--- src/rtl/regfile_operand_fetch.sv ---
`default_nettype none
// ============================================================================
// Module      : regfile_operand_fetch
// Description : Client-side operand fetch controller for a 2R/1W register
//               file with registered (1-cycle) read ports. Accepts one decode
//               request at a time, drives the RF read addresses, forwards
//               writebacks that land inside the read window, and presents
//               both operands with a valid/ready handshake. Writebacks are
//               passed straight through to the RF write port.
// Revision    : 1.0 - initial release
// ----------------------------------------------------------------------------
// Ports
//   clk              clock, all state updates on rising edge
//   rst              synchronous active-high reset
//   req_valid_i      decode request present
//   req_ready_o      controller can accept a request (IDLE only)
//   req_rs_i         source register A id
//   req_rt_i         source register B id
//   op_valid_o       operands valid
//   op_ready_i       consumer takes operands
//   op_a_o/op_b_o    operands A/B
//   wb_valid_i       writeback request (always accepted)
//   wb_id_i          writeback register id
//   wb_data_i        writeback data
//   rf_reg_id_r1_o   RF read port 1 address
//   rf_reg_id_r2_o   RF read port 2 address
//   rf_data_out1_i   RF read port 1 data (cycle after address sampled)
//   rf_data_out2_i   RF read port 2 data
//   rf_reg_id_w_o    RF write address (= wb_id_i)
//   rf_data_in_o     RF write data (= wb_data_i)
//   rf_wr_o          RF write enable
//   bypass_cnt_o     saturating count of forwarded operands
// ============================================================================
module regfile_operand_fetch #(
    parameter int N        = 32,
    parameter int R        = 32,
    parameter int ASIZE    = $clog2(R),
    parameter int ZERO_REG = 1,
    parameter int CW       = 16
) (
    input  logic             clk,
    input  logic             rst,
    input  logic             req_valid_i,
    output logic             req_ready_o,
    input  logic [ASIZE-1:0] req_rs_i,
    input  logic [ASIZE-1:0] req_rt_i,
    output logic             op_valid_o,
    input  logic             op_ready_i,
    output logic [N-1:0]     op_a_o,
    output logic [N-1:0]     op_b_o,
    input  logic             wb_valid_i,
    input  logic [ASIZE-1:0] wb_id_i,
    input  logic [N-1:0]     wb_data_i,
    output logic [ASIZE-1:0] rf_reg_id_r1_o,
    output logic [ASIZE-1:0] rf_reg_id_r2_o,
    input  logic [N-1:0]     rf_data_out1_i,
    input  logic [N-1:0]     rf_data_out2_i,
    output logic [ASIZE-1:0] rf_reg_id_w_o,
    output logic [N-1:0]     rf_data_in_o,
    output logic             rf_wr_o,
    output logic [CW-1:0]    bypass_cnt_o
);

    localparam logic c_ZERO_EN = (ZERO_REG != 0);

    typedef enum logic [1:0] {
        S_IDLE = 2'd0,
        S_READ = 2'd1,
        S_CAPT = 2'd2,
        S_HOLD = 2'd3
    } state_t;

    state_t           state_q, state_d;
    logic [ASIZE-1:0] id_a_q, id_a_d;
    logic [ASIZE-1:0] id_b_q, id_b_d;
    logic [N-1:0]     byp_a_q, byp_a_d;
    logic [N-1:0]     byp_b_q, byp_b_d;
    logic             flag_a_q, flag_a_d;
    logic             flag_b_q, flag_b_d;
    logic [N-1:0]     op_a_q, op_a_d;
    logic [N-1:0]     op_b_q, op_b_d;
    logic             op_valid_q, op_valid_d;
    logic [CW-1:0]    cnt_q, cnt_d;

    // Per-operand selection used in CAPT. A writeback arriving in CAPT is
    // younger than one saved during READ, so it takes precedence over the flag.
    logic             w_zero_a, w_zero_b;
    logic             w_hit_a, w_hit_b;
    logic             w_fwd_a, w_fwd_b;
    logic [N-1:0]     w_sel_a, w_sel_b;
    logic [1:0]       w_inc;
    logic [CW:0]      w_cnt_sum;
    logic [CW-1:0]    w_cnt_sat;

    assign w_zero_a = c_ZERO_EN && (id_a_q == '0);
    assign w_zero_b = c_ZERO_EN && (id_b_q == '0);
    assign w_hit_a  = wb_valid_i && (wb_id_i == id_a_q);
    assign w_hit_b  = wb_valid_i && (wb_id_i == id_b_q);
    // Reads of the hard-wired zero register are never counted as forwards.
    assign w_fwd_a  = !w_zero_a && (w_hit_a || flag_a_q);
    assign w_fwd_b  = !w_zero_b && (w_hit_b || flag_b_q);

    assign w_sel_a = w_zero_a ? '0 :
                     w_hit_a  ? wb_data_i :
                     flag_a_q ? byp_a_q : rf_data_out1_i;
    assign w_sel_b = w_zero_b ? '0 :
                     w_hit_b  ? wb_data_i :
                     flag_b_q ? byp_b_q : rf_data_out2_i;

    // Saturating add of 0..2; the extra MSB flags overflow.
    assign w_inc     = {1'b0, w_fwd_a} + {1'b0, w_fwd_b};
    assign w_cnt_sum = {1'b0, cnt_q} + {{(CW-1){1'b0}}, w_inc};
    assign w_cnt_sat = w_cnt_sum[CW] ? {CW{1'b1}} : w_cnt_sum[CW-1:0];

    always_comb begin
        state_d    = state_q;
        id_a_d     = id_a_q;
        id_b_d     = id_b_q;
        byp_a_d    = byp_a_q;
        byp_b_d    = byp_b_q;
        flag_a_d   = flag_a_q;
        flag_b_d   = flag_b_q;
        op_a_d     = op_a_q;
        op_b_d     = op_b_q;
        op_valid_d = op_valid_q;
        cnt_d      = cnt_q;
        case (state_q)
            S_IDLE: begin
                if (req_valid_i) begin
                    id_a_d   = req_rs_i;
                    id_b_d   = req_rt_i;
                    flag_a_d = 1'b0;
                    flag_b_d = 1'b0;
                    state_d  = S_READ;
                end
            end
            S_READ: begin
                // The RF samples the addresses at the end of this cycle and
                // would return pre-write data, so catch the writeback here.
                if (w_hit_a) begin
                    byp_a_d  = wb_data_i;
                    flag_a_d = 1'b1;
                end
                if (w_hit_b) begin
                    byp_b_d  = wb_data_i;
                    flag_b_d = 1'b1;
                end
                state_d = S_CAPT;
            end
            S_CAPT: begin
                op_a_d     = w_sel_a;
                op_b_d     = w_sel_b;
                op_valid_d = 1'b1;
                cnt_d      = w_cnt_sat;
                state_d    = S_HOLD;
            end
            S_HOLD: begin
                // Operands stay frozen; any writeback now is younger.
                if (op_ready_i) begin
                    op_valid_d = 1'b0;
                    state_d    = S_IDLE;
                end
            end
            default: begin
                state_d = S_IDLE;
            end
        endcase
    end

    always_ff @(posedge clk) begin
        if (rst) begin
            state_q    <= S_IDLE;
            id_a_q     <= '0;
            id_b_q     <= '0;
            byp_a_q    <= '0;
            byp_b_q    <= '0;
            flag_a_q   <= 1'b0;
            flag_b_q   <= 1'b0;
            op_a_q     <= '0;
            op_b_q     <= '0;
            op_valid_q <= 1'b0;
            cnt_q      <= '0;
        end else begin
            state_q    <= state_d;
            id_a_q     <= id_a_d;
            id_b_q     <= id_b_d;
            byp_a_q    <= byp_a_d;
            byp_b_q    <= byp_b_d;
            flag_a_q   <= flag_a_d;
            flag_b_q   <= flag_b_d;
            op_a_q     <= op_a_d;
            op_b_q     <= op_b_d;
            op_valid_q <= op_valid_d;
            cnt_q      <= cnt_d;
        end
    end

    assign req_ready_o    = (state_q == S_IDLE);
    assign op_valid_o     = op_valid_q;
    assign op_a_o         = op_a_q;
    assign op_b_o         = op_b_q;
    assign rf_reg_id_r1_o = id_a_q;
    assign rf_reg_id_r2_o = id_b_q;
    assign rf_reg_id_w_o  = wb_id_i;
    assign rf_data_in_o   = wb_data_i;
    assign rf_wr_o        = wb_valid_i && !rst && !(c_ZERO_EN && (wb_id_i == '0));
    assign bypass_cnt_o   = cnt_q;

endmodule
`default_nettype wire

--- config.mk ---
export PLATFORM = sky130hd
export DESIGN_NAME = regfile_operand_fetch
export DESIGN_NICKNAME = d
export VERILOG_FILES = /design/src/rtl/regfile_operand_fetch.sv
export SDC_FILE = /design/constraint.sdc
export NUM_CORES = 1
export LEC_CHECK = 0
export ABC_AREA = 1
export CORE_UTILIZATION = 45
export CTS_CLUSTER_DIAMETER = 30
export DETAILED_ROUTE_END_ITERATION = 10
export PLACE_DENSITY = 0.78
export SYNTH_ARGS = -nofsm -noshare
export SYNTH_HDL_FRONTEND = slang
export SYNTH_SLANG_ARGS = --single-unit
--- constraint.sdc ---
create_clock -name clk -period 3.3 [get_ports clk]
set_clock_uncertainty 0.15 [all_clocks]
set_input_delay 0.33 -clock clk [delete_from_list [all_inputs] [get_ports clk]]
set_output_delay 0.33 -clock clk [all_outputs]
set_load 0.02 [all_outputs]
==> run_results.csv, run 1 <==
group,metric,value,unit
outcome,outcome,"finished clean",
layout,syn_to_final_growth,36.0,%
floorplan,core-area,17300,µm²
floorplan,start_util,46.0,%
routing,ant_nets,0,
routing,vias_per_cell,5.26,
global_route,use_met2,45.5,%
routing,first_pass_iters,5,
clocking,cts_hold_buf,0,
floorplan,row_count,48,
timing,slew_headroom,30.9,%
timing,worst_slew_pin_slew,1.04,ns
power,max-vdd-ir-drop,0.000432,V
timing,final-hold-violation-count,0,
place,placed_cell_area,10200,µm²
synthesis,yosysWarnings,0,
global_route,met3_usage,5.93,%
layout,final_cell_mix,"clkdlybuf4s50_1, nand2_1, dfxtp_1",
routing,drc,0,
floorplan,io_pins,246,
timing,rsz0062_at_grt,"no",
clocking,cts_root_buffer,"clkbuf_16",
timing,finalSetupViolCount,0,
synthesis,syn_avg_cell_area,7.12,µm²
synthesis,synth.net_count,1240,
power,leakage,4.10,nW
timing,slew_viol_final,0,
clocking,clock_path_buffers,2,
floorplan,die_w,135,µm
synthesis,synth_seq_cells,159,
routing,wl,24500,µm
timing,holdWs,0.315,ns
timing,timing.final.crit_period,2.94,ns
synthesis,synth_cells,1118,
global_route,grt-ovfl-total,0,
setup_path,startpoint_type,"primary input",
setup_path,arrival,3.16,ns
layout,final_common_cell,"clkdlybuf4s50_1",
worst_hold_path,hold_path.class,"flip-flop to flip-flop",
power,power,6.35,mW
synthesis,synth.cell_area,7960,µm²
floorplan,fp.dieH,135,µm
global_route,antenna_found_initial,2,
timing,finalCritPeriodShare,89.0,%
place,hpwl,16700,µm
clocking,path_clk_slew,0.07,ns
layout,fin_util,62.5,%
place,routabilityCongestion,0.974,
synthesis,ys_seq_area_share,40.0,%
setup_path,crit_type,"primary input to flip-flop",
clocking,cts_htree_levels,4,
timing,setup_tns,0,ns
setup_path,cp-end-kind,"flip-flop",
place,post-place-ws,-0.0488,ns
clocking,clk_latency,0.43,ns
job,drv_cap,0,
global_route,grt_busiest_layer,"met2",
routing,vias,8046,
place,port_buffers,245,
clocking,cts_resized,0,
timing,max_freq,340,MHz
place,dp.cells,1497,
global_route,grt_pass1_wl,37900,µm
layout,layout.nets,1413,
power,powerDensity,587,nW/µm²
layout,layout-drive-gt1-share,5.67,%
clocking,cts_tree,"done",
layout,post_layout_nonfiller_instances,1531,
global_route,grt_usage,26.6,%
layout,fin_area,10800,µm²
synthesis,ys_types,29,
floorplan,dieArea,18200,µm²
global_route,grt_max_degree,94,
routing,avgRoutedWirePerCell,16.0,µm
timing,final.setup.worst_slack,0.363,ns
routing,drtIter0Drc,449,
global_route,first_global_vias,7389,
clocking,post_cts_buffers,0,
setup_path,required,3.53,ns
clocking,cts_buffers,17,
global_route,grtUsageMet1,32.2,%
clocking,clock_sinks,159,
setup_path,critPathMaxFanout,10,
synthesized netlist by cell type:
| cell | n | area (µm²) |
|---|---|---|
| nand2_1 | 218 | 818 |
| dfxtp_1 | 159 | 3180 |
| nand3_1 | 142 | 711 |
| nor2_1 | 134 | 503 |
| a21oi_1 | 90 | 450 |
| inv_1 | 73 | 274 |
| o21ai_0 | 65 | 325 |
| mux2i_1 | 64 | 641 |
| buf_4 | 41 | 308 |
| clkbuf_1 | 31 | 116 |
| buf_2 | 30 | 150 |
| o21ai_1 | 22 | 110 |
| inv_2 | 6 | 22.5 |
| buf_1 | 5 | 18.8 |
| ha_1 | 5 | 62.6 |
| nor2_2 | 5 | 31.3 |
| nor3_1 | 5 | 25.0 |
| xor2_1 | 5 | 43.8 |
| nand4_1 | 3 | 18.8 |
| a31oi_1 | 2 | 12.5 |
| buf_6 | 2 | 22.5 |
| nand3_2 | 2 | 20.0 |
| nand3b_1 | 2 | 15.0 |
| nor2_4 | 2 | 22.5 |
| a211oi_1 | 1 | 7.51 |
| a22oi_1 | 1 | 7.51 |
| fa_1 | 1 | 20.0 |
| or2_2 | 1 | 6.26 |
| xnor2_1 | 1 | 8.76 |
cell type report:
type	instances	area, µm²
inverter	79	297
fill	1548	6480
timing repair buffer	263	2600
multi-input combinational	771	3860
sequential	159	3190
clock buffer	18	439
clock inverter	14	145
antenna	2	5.00
tap	225	282
sequential cells by signal (all words and copies together) (netlist names):
register,cells
byp_b_q,32
op_valid_o,1
flag_b_q,1
op_a_o,32
rf_reg_id_r1_o,5
op_b_o,32
bypass_cnt_o,16
byp_a_q,32
rf_reg_id_r2_o,5
flag_a_q,1
state_q,2
final timing paths:
check | startpoint | to | slack [ns] | cells after the start
worst max-delay path | wb_id_i[3] | bypass_cnt_o[7] | 0.36 | 17
worst min-delay path | op_a_o[24] | op_a_o[24] | 0.31 | 2
worst min register to register | op_a_o[24] | op_a_o[24] | 0.31 | 2
worst max register to register | rf_reg_id_r1_o[3] | bypass_cnt_o[7] | 0.43 | 16
per-layer routing:
metal,up-vias,wire (µm)
met2,313,12000
met1,3722,10200
li1,3970,-
met4,0,709
met3,41,1580
met5,-,0
where the power goes:
group          switching (mW)  internal [mW]
logic                    1.27          0.812
registers               0.150           2.15
clock network           0.885           1.09
critical path, cell delays in order:
cell	delay (ns)
clkdlybuf4s50_1	0.57
inv_2	0.08
nand2_1	0.06
nand2_1	0.05
nor2_1	0.13
nand3_2	0.10
inv_1	0.07
o21ai_0	0.11
fa_1	0.47
inv_1	0.08
ha_1	0.15
nand3_1	0.11
nor2_2	0.14
nand4_1	0.36
nand2_1	0.18
o21ai_0	0.09
inv_1	0.08
kinds of logic (layout without fill, tap and decap cells):
logic type / count (synthesis) / after routing / share of synthesized area (%)
xor gates and xnor gates: 6 / 6 / 0.661
AOI/OAI and AO/OA: 181 / 181 / 11.5
muxes: 64 / 64 / 8.05
adders and majority gates: 6 / 6 / 1.04
other: 0 / 2 / 0
and+or+nand+nor: 514 / 514 / 27.3
DFF: 159 / 159 / 40.0
buffers and inverters: 188 / 374 / 11.5
Note: power is estimated with default switching activity, not from simulation.
==> run 2: changes to the inputs <==
==> constraint.sdc (replaced) <==
create_clock -name clk -period 3.3 [get_ports clk]
set_clock_uncertainty 0.15 [all_clocks]
set_input_delay 0.33 -clock clk [delete_from_list [all_inputs] [get_ports clk]]
set_output_delay 0.33 -clock clk [all_outputs]
set_load 0.1 [all_outputs]
==> run 2 against run 1 <==
Non-clock buffer count is 2 higher. Register-to-register slack better by 0.10 ns. Highest routed layer is now met5. Sequential cell count stayed put. Critical path type unchanged. Cell area is 0.12% lower.
==> run_results.csv, run 2 (synthesis gave the netlist of run 1 again) <==
group,metric,value,unit
outcome,outcome,"finished clean",
timing,finalSetupViolCount,0,
layout,fin_util,62.5,%
routing,first_pass_iters,5,
layout,layout.nets,1415,
clocking,post_cts_buffers,0,
routing,ant_nets,0,
clocking,cts_hold_buf,0,
layout,final_cell_mix,"nand2_1, clkdlybuf4s50_1, dfxtp_1",
timing,holdWs,0.289,ns
clocking,cts_buffers,17,
timing,slew_headroom,28.9,%
worst_hold_path,hold_path.class,"primary input to flip-flop",
routing,vias,8052,
clocking,clock_path_buffers,2,
setup_path,critPathMaxFanout,5,
floorplan,core-area,17300,µm²
power,power,7.93,mW
timing,max_freq,350,MHz
clocking,clk_latency,0.43,ns
setup_path,startpoint_type,"primary input",
power,p_sw,3.62,mW
timing,worst_slew_pin_slew,1.07,ns
floorplan,row_count,48,
global_route,first_global_vias,7543,
place,dp.cells,1499,
global_route,grt-ovfl-total,0,
setup_path,crit_start,"wb_id_i[0]",
power,powerDensity,734,nW/µm²
timing,slew_viol_final,0,
setup_path,crit_type,"primary input to flip-flop",
global_route,antenna_found_initial,2,
job,drv_cap,0,
timing,rsz0062_at_grt,"no",
clocking,cts_resized,0,
global_route,grtUsageMet1,34.0,%
global_route,grt_usage,27.6,%
routing,drtIter0Drc,491,
layout,fin_area,10800,µm²
setup_path,cp-end-kind,"flip-flop",
routing,vias_per_cell,5.26,
power,max-vdd-ir-drop,0.000440,V
floorplan,io_pins,246,
place,routabilityCongestion,0.875,
clocking,cts_tree,"done",
power,p_comb_share,43.4,%
floorplan,dieArea,18200,µm²
power,switching_share,45.6,%
worst_hold_path,min_from,"rst",
power,clkPwrFrac,27.6,%
timing,finalCritPeriodShare,86.5,%
layout,post_layout_nonfiller_instances,1532,
place,post-place-ws,0.00368,ns
global_route,grt_pass1_wl,39000,µm
power,power.internal,4.31,mW
layout,syn_to_final_growth,35.8,%
floorplan,fp.dieH,135,µm
routing,avgRoutedWirePerCell,16.2,µm
setup_path,rr_startpoint,"rf_reg_id_r1_o[0]",
timing,timing.final.crit_period,2.85,ns
floorplan,die_w,135,µm
timing,final-hold-violation-count,0,
setup_path,arrival,3.06,ns
timing,final.setup.worst_slack,0.446,ns
power,seqPwrFrac,29.1,%
routing,drc,0,
global_route,met3_usage,5.56,%
timing,setup_tns,0,ns
global_route,grt_max_degree,94,
place,port_buffers,245,
routing,wl,24900,µm
place,placed_cell_area,10100,µm²
floorplan,start_util,46.0,%
global_route,grt_busiest_layer,"met2",
clocking,path_clk_slew,0.06,ns
setup_path,r2r_slack,0.53,ns
layout,layout-drive-gt1-share,10.2,%
clocking,cts_htree_levels,4,
power,leakage,4.19,nW
place,hpwl,16900,µm
global_route,use_met2,47.2,%
setup_path,required,3.50,ns
clocking,clock_sinks,159,
layout,final_common_cell,"nand2_1",
clocking,cts_root_buffer,"clkbuf_16",
[run 2: metal layers]
metal / wire length, µm / vias up
li1: - / 3969
met1: 10500 / 3709
met2: 12000 / 331
met3: 1680 / 41
met4: 682 / 2
met5: 11 / -
[run 2: worst paths after layout]
check,depth (start not counted),end
worst max-delay path,19,bypass_cnt_o[15]
worst min-delay path,4,bypass_cnt_o[14]
worst max register to register,18,bypass_cnt_o[15]
worst min register to register,2,op_b_o[30]
[run 2: critical path, cell delays in order]
cell and delay, ns:
clkdlybuf4s50_1 0.53, inv_2 0.06, nand2_1 0.09, nand2_1 0.06, nor2_1 0.13, nand3_2 0.10, inv_1 0.07, o21ai_0 0.10
fa_1 0.45, inv_1 0.08, ha_1 0.15, nand3_1 0.11, nor2_2 0.12, nand2_1 0.10, nor2_2 0.20, nand3_1 0.16
nand2_1 0.10, nor2_1 0.04, nor2_1 0.08
[run 2: layout make-up]
cell class	count	area [µm²]
Inverter	79	297
Sequential cell	159	3200
Clock inverter	13	211
Timing Repair Buffer	265	2500
Multi-Input combinational cell	771	3860
Antenna cell	1	2.50
Fill cell	1551	6490
Clock buffer	19	443
Tap cell	225	282
[run 2: power groups by stage]
stage | logic, mW | clock network (mW) | registers (mW)
floorplan | 1.16 | 0 | 3.74
global placement | 3.43 | 0 | 2.34
detailed placement | 3.44 | 0 | 2.34
CTS | 3.45 | 2.22 | 2.30
global route | 3.61 | 2.30 | 2.33
finish | 3.44 | 2.19 | 2.31
==> run 3: changes to the inputs <==
==> constraint.sdc (replaced) <==
create_clock -name clk -period 3.7 [get_ports clk]
set_clock_uncertainty 0.15 [all_clocks]
set_input_delay 0.37 -clock clk [delete_from_list [all_inputs] [get_ports clk]]
set_output_delay 0.37 -clock clk [all_outputs]
set_load 0.1 [all_outputs]
==> run 3 against run 2 <==
Critical path depth shrank 2. Global-route usage shrank 0.51 points. Via count grew 0.27%. Routed wire length shrank 0.55%. Cell area shrank 0.61%. Critical endpoint is now bypass_cnt_o[11]. Largest power group unchanged.
==> run_results.csv, run 3 (synthesis gave the netlist of run 1 again) <==
group,metric,value,unit
routing,drc,0,
floorplan,io_pins,246,
routing,avgRoutedWirePerCell,16.2,µm
layout,fin_area,10700,µm²
global_route,grt_busiest_layer,"met2",
floorplan,fp.dieH,135,µm
layout,syn_to_final_growth,35.0,%
clocking,clk_latency,0.43,ns
place,port_buffers,245,
layout,fin_util,62.1,%
global_route,antenna_found_initial,0,
setup_path,crit_type,"primary input to flip-flop",
global_route,grt_usage,27.1,%
clocking,cts_root_buffer,"clkbuf_16",
clocking,cts_hold_buf,0,
timing,slew_viol_final,0,
layout,final_cell_mix,"nand2_1, clkdlybuf4s50_1, dfxtp_1",
floorplan,start_util,46.0,%
routing,wl,24700,µm
layout,layout.nets,1412,
timing,holdWs,0.272,ns
place,placed_cell_area,10100,µm²
power,leakage,4.13,nW
timing,slew_headroom,30.1,%
clocking,path_clk_slew,0.06,ns
global_route,grt-ovfl-total,0,
global_route,grtUsageMet1,32.4,%
global_route,grt_max_degree,94,
floorplan,die_w,135,µm
worst_hold_path,hold_path.class,"primary input to flip-flop",
timing,final-hold-violation-count,0,
routing,vias_per_cell,5.29,
global_route,met3_usage,6.68,%
setup_path,cp-end-kind,"flip-flop",
layout,antennaDiodeCount,0,
outcome,outcome,"finished clean",
routing,ant_nets,0,
setup_path,arrival,3.25,ns
global_route,first_global_vias,7455,
clocking,clock_sinks,159,
clocking,cts_htree_levels,4,
global_route,use_met2,47.5,%
place,dp.cells,1496,
clocking,cts_tree,"done",
timing,rsz0062_at_grt,"no",
global_route,grt_pass1_wl,38300,µm
setup_path,critPathMaxFanout,10,
setup_path,required,3.92,ns
job,drv_cap,0,
layout,final_common_cell,"nand2_1",
clocking,clock_path_buffers,2,
timing,final.setup.worst_slack,0.667,ns
timing,finalCritPeriodShare,82.0,%
timing,worst_slew_pin_slew,1.05,ns
place,routabilityCongestion,0.898,
setup_path,startpoint_type,"primary input",
timing,finalSetupViolCount,0,
layout,layout-drive-gt1-share,8.38,%
setup_path,cpMaxStageDelayCell,"clkdlybuf4s50_1",
power,max-vdd-ir-drop,0.000504,V
routing,drtIter0Drc,479,
clocking,cts_resized,0,
timing,timing.final.crit_period,3.03,ns
setup_path,worstPathCellList,"clkdlybuf4s50_1 -> inv_2 -> nand2_1 -> nand2_1 -> nor2_1 -> nand3_2 -> inv_1 -> o21ai_0 -> fa_1 -> inv_1 -> ha_1 -> nand3_1 -> nor2_2 -> nand4_1 -> nand2_1 -> o21ai_0 -> inv_1",
power,powerDensity,651,nW/µm²
layout,post_layout_nonfiller_instances,1526,
clocking,post_cts_buffers,0,
routing,first_pass_iters,5,
place,hpwl,16800,µm
floorplan,core-area,17300,µm²
floorplan,row_count,48,
timing,max_freq,330,MHz
floorplan,dieArea,18200,µm²
routing,vias,8074,
setup_path,crit_path_max_incr_delay,0.57,ns
power,power,6.99,mW
timing,setup_tns,0,ns
clocking,cts_buffers,17,
place,post-place-ws,0.250,ns
==> run 3: cell types whose count changed in the layout (fill, tap and decap cells not counted), moves of 2 or more <==
cell             delta
buf_4              -11
buf_12              -2
clkdlybuf4s50_1    +10
dfxtp_1            +10
dfxtp_2            -10
==> run 3: power by group <==
part	total, mW	internal (mW)	switching [mW]
clock	1.87	1.15	0.727
combinational	3.07	0.709	2.36
sequential	2.05	1.92	0.136
==> run 3: per-layer routing <==
layer / up-vias / routed length [µm]
li1: 3963 / -
met1: 3748 / 10100
met2: 330 / 12200
met3: 33 / 1870
met4: 0 / 602
met5: - / 0
==> run 3: path summary, 6_finish.rpt <==
path                startpoint                to  slack [ns]  cells after the start
max                 wb_id_i[3]  bypass_cnt_o[11]        0.67                     17
min                        rst   bypass_cnt_o[9]        0.27                      4
max reg2reg  rf_reg_id_r1_o[3]  bypass_cnt_o[11]        0.76                     16
min reg2reg         op_b_o[29]        op_b_o[29]        0.31                      2
==> run 3: cell type report <==
class | instances | area [µm²]
fill | 1558 | 6560
clock inverter | 12 | 186
multi-input combinational | 771 | 3860
clock buffer | 18 | 439
sequential | 159 | 3190
inverter | 79 | 297
tap | 225 | 282
timing repair buffer | 262 | 2480
==> run 3: critical path, delay by kind of cell <==
kind / cells / cell delay, ns
AOI/OAI and AO/OA: 2 / 0.18
adders and majority gates: 2 / 0.61
buffers and inverters: 5 / 0.88
and+or+nand+nor: 8 / 1.21
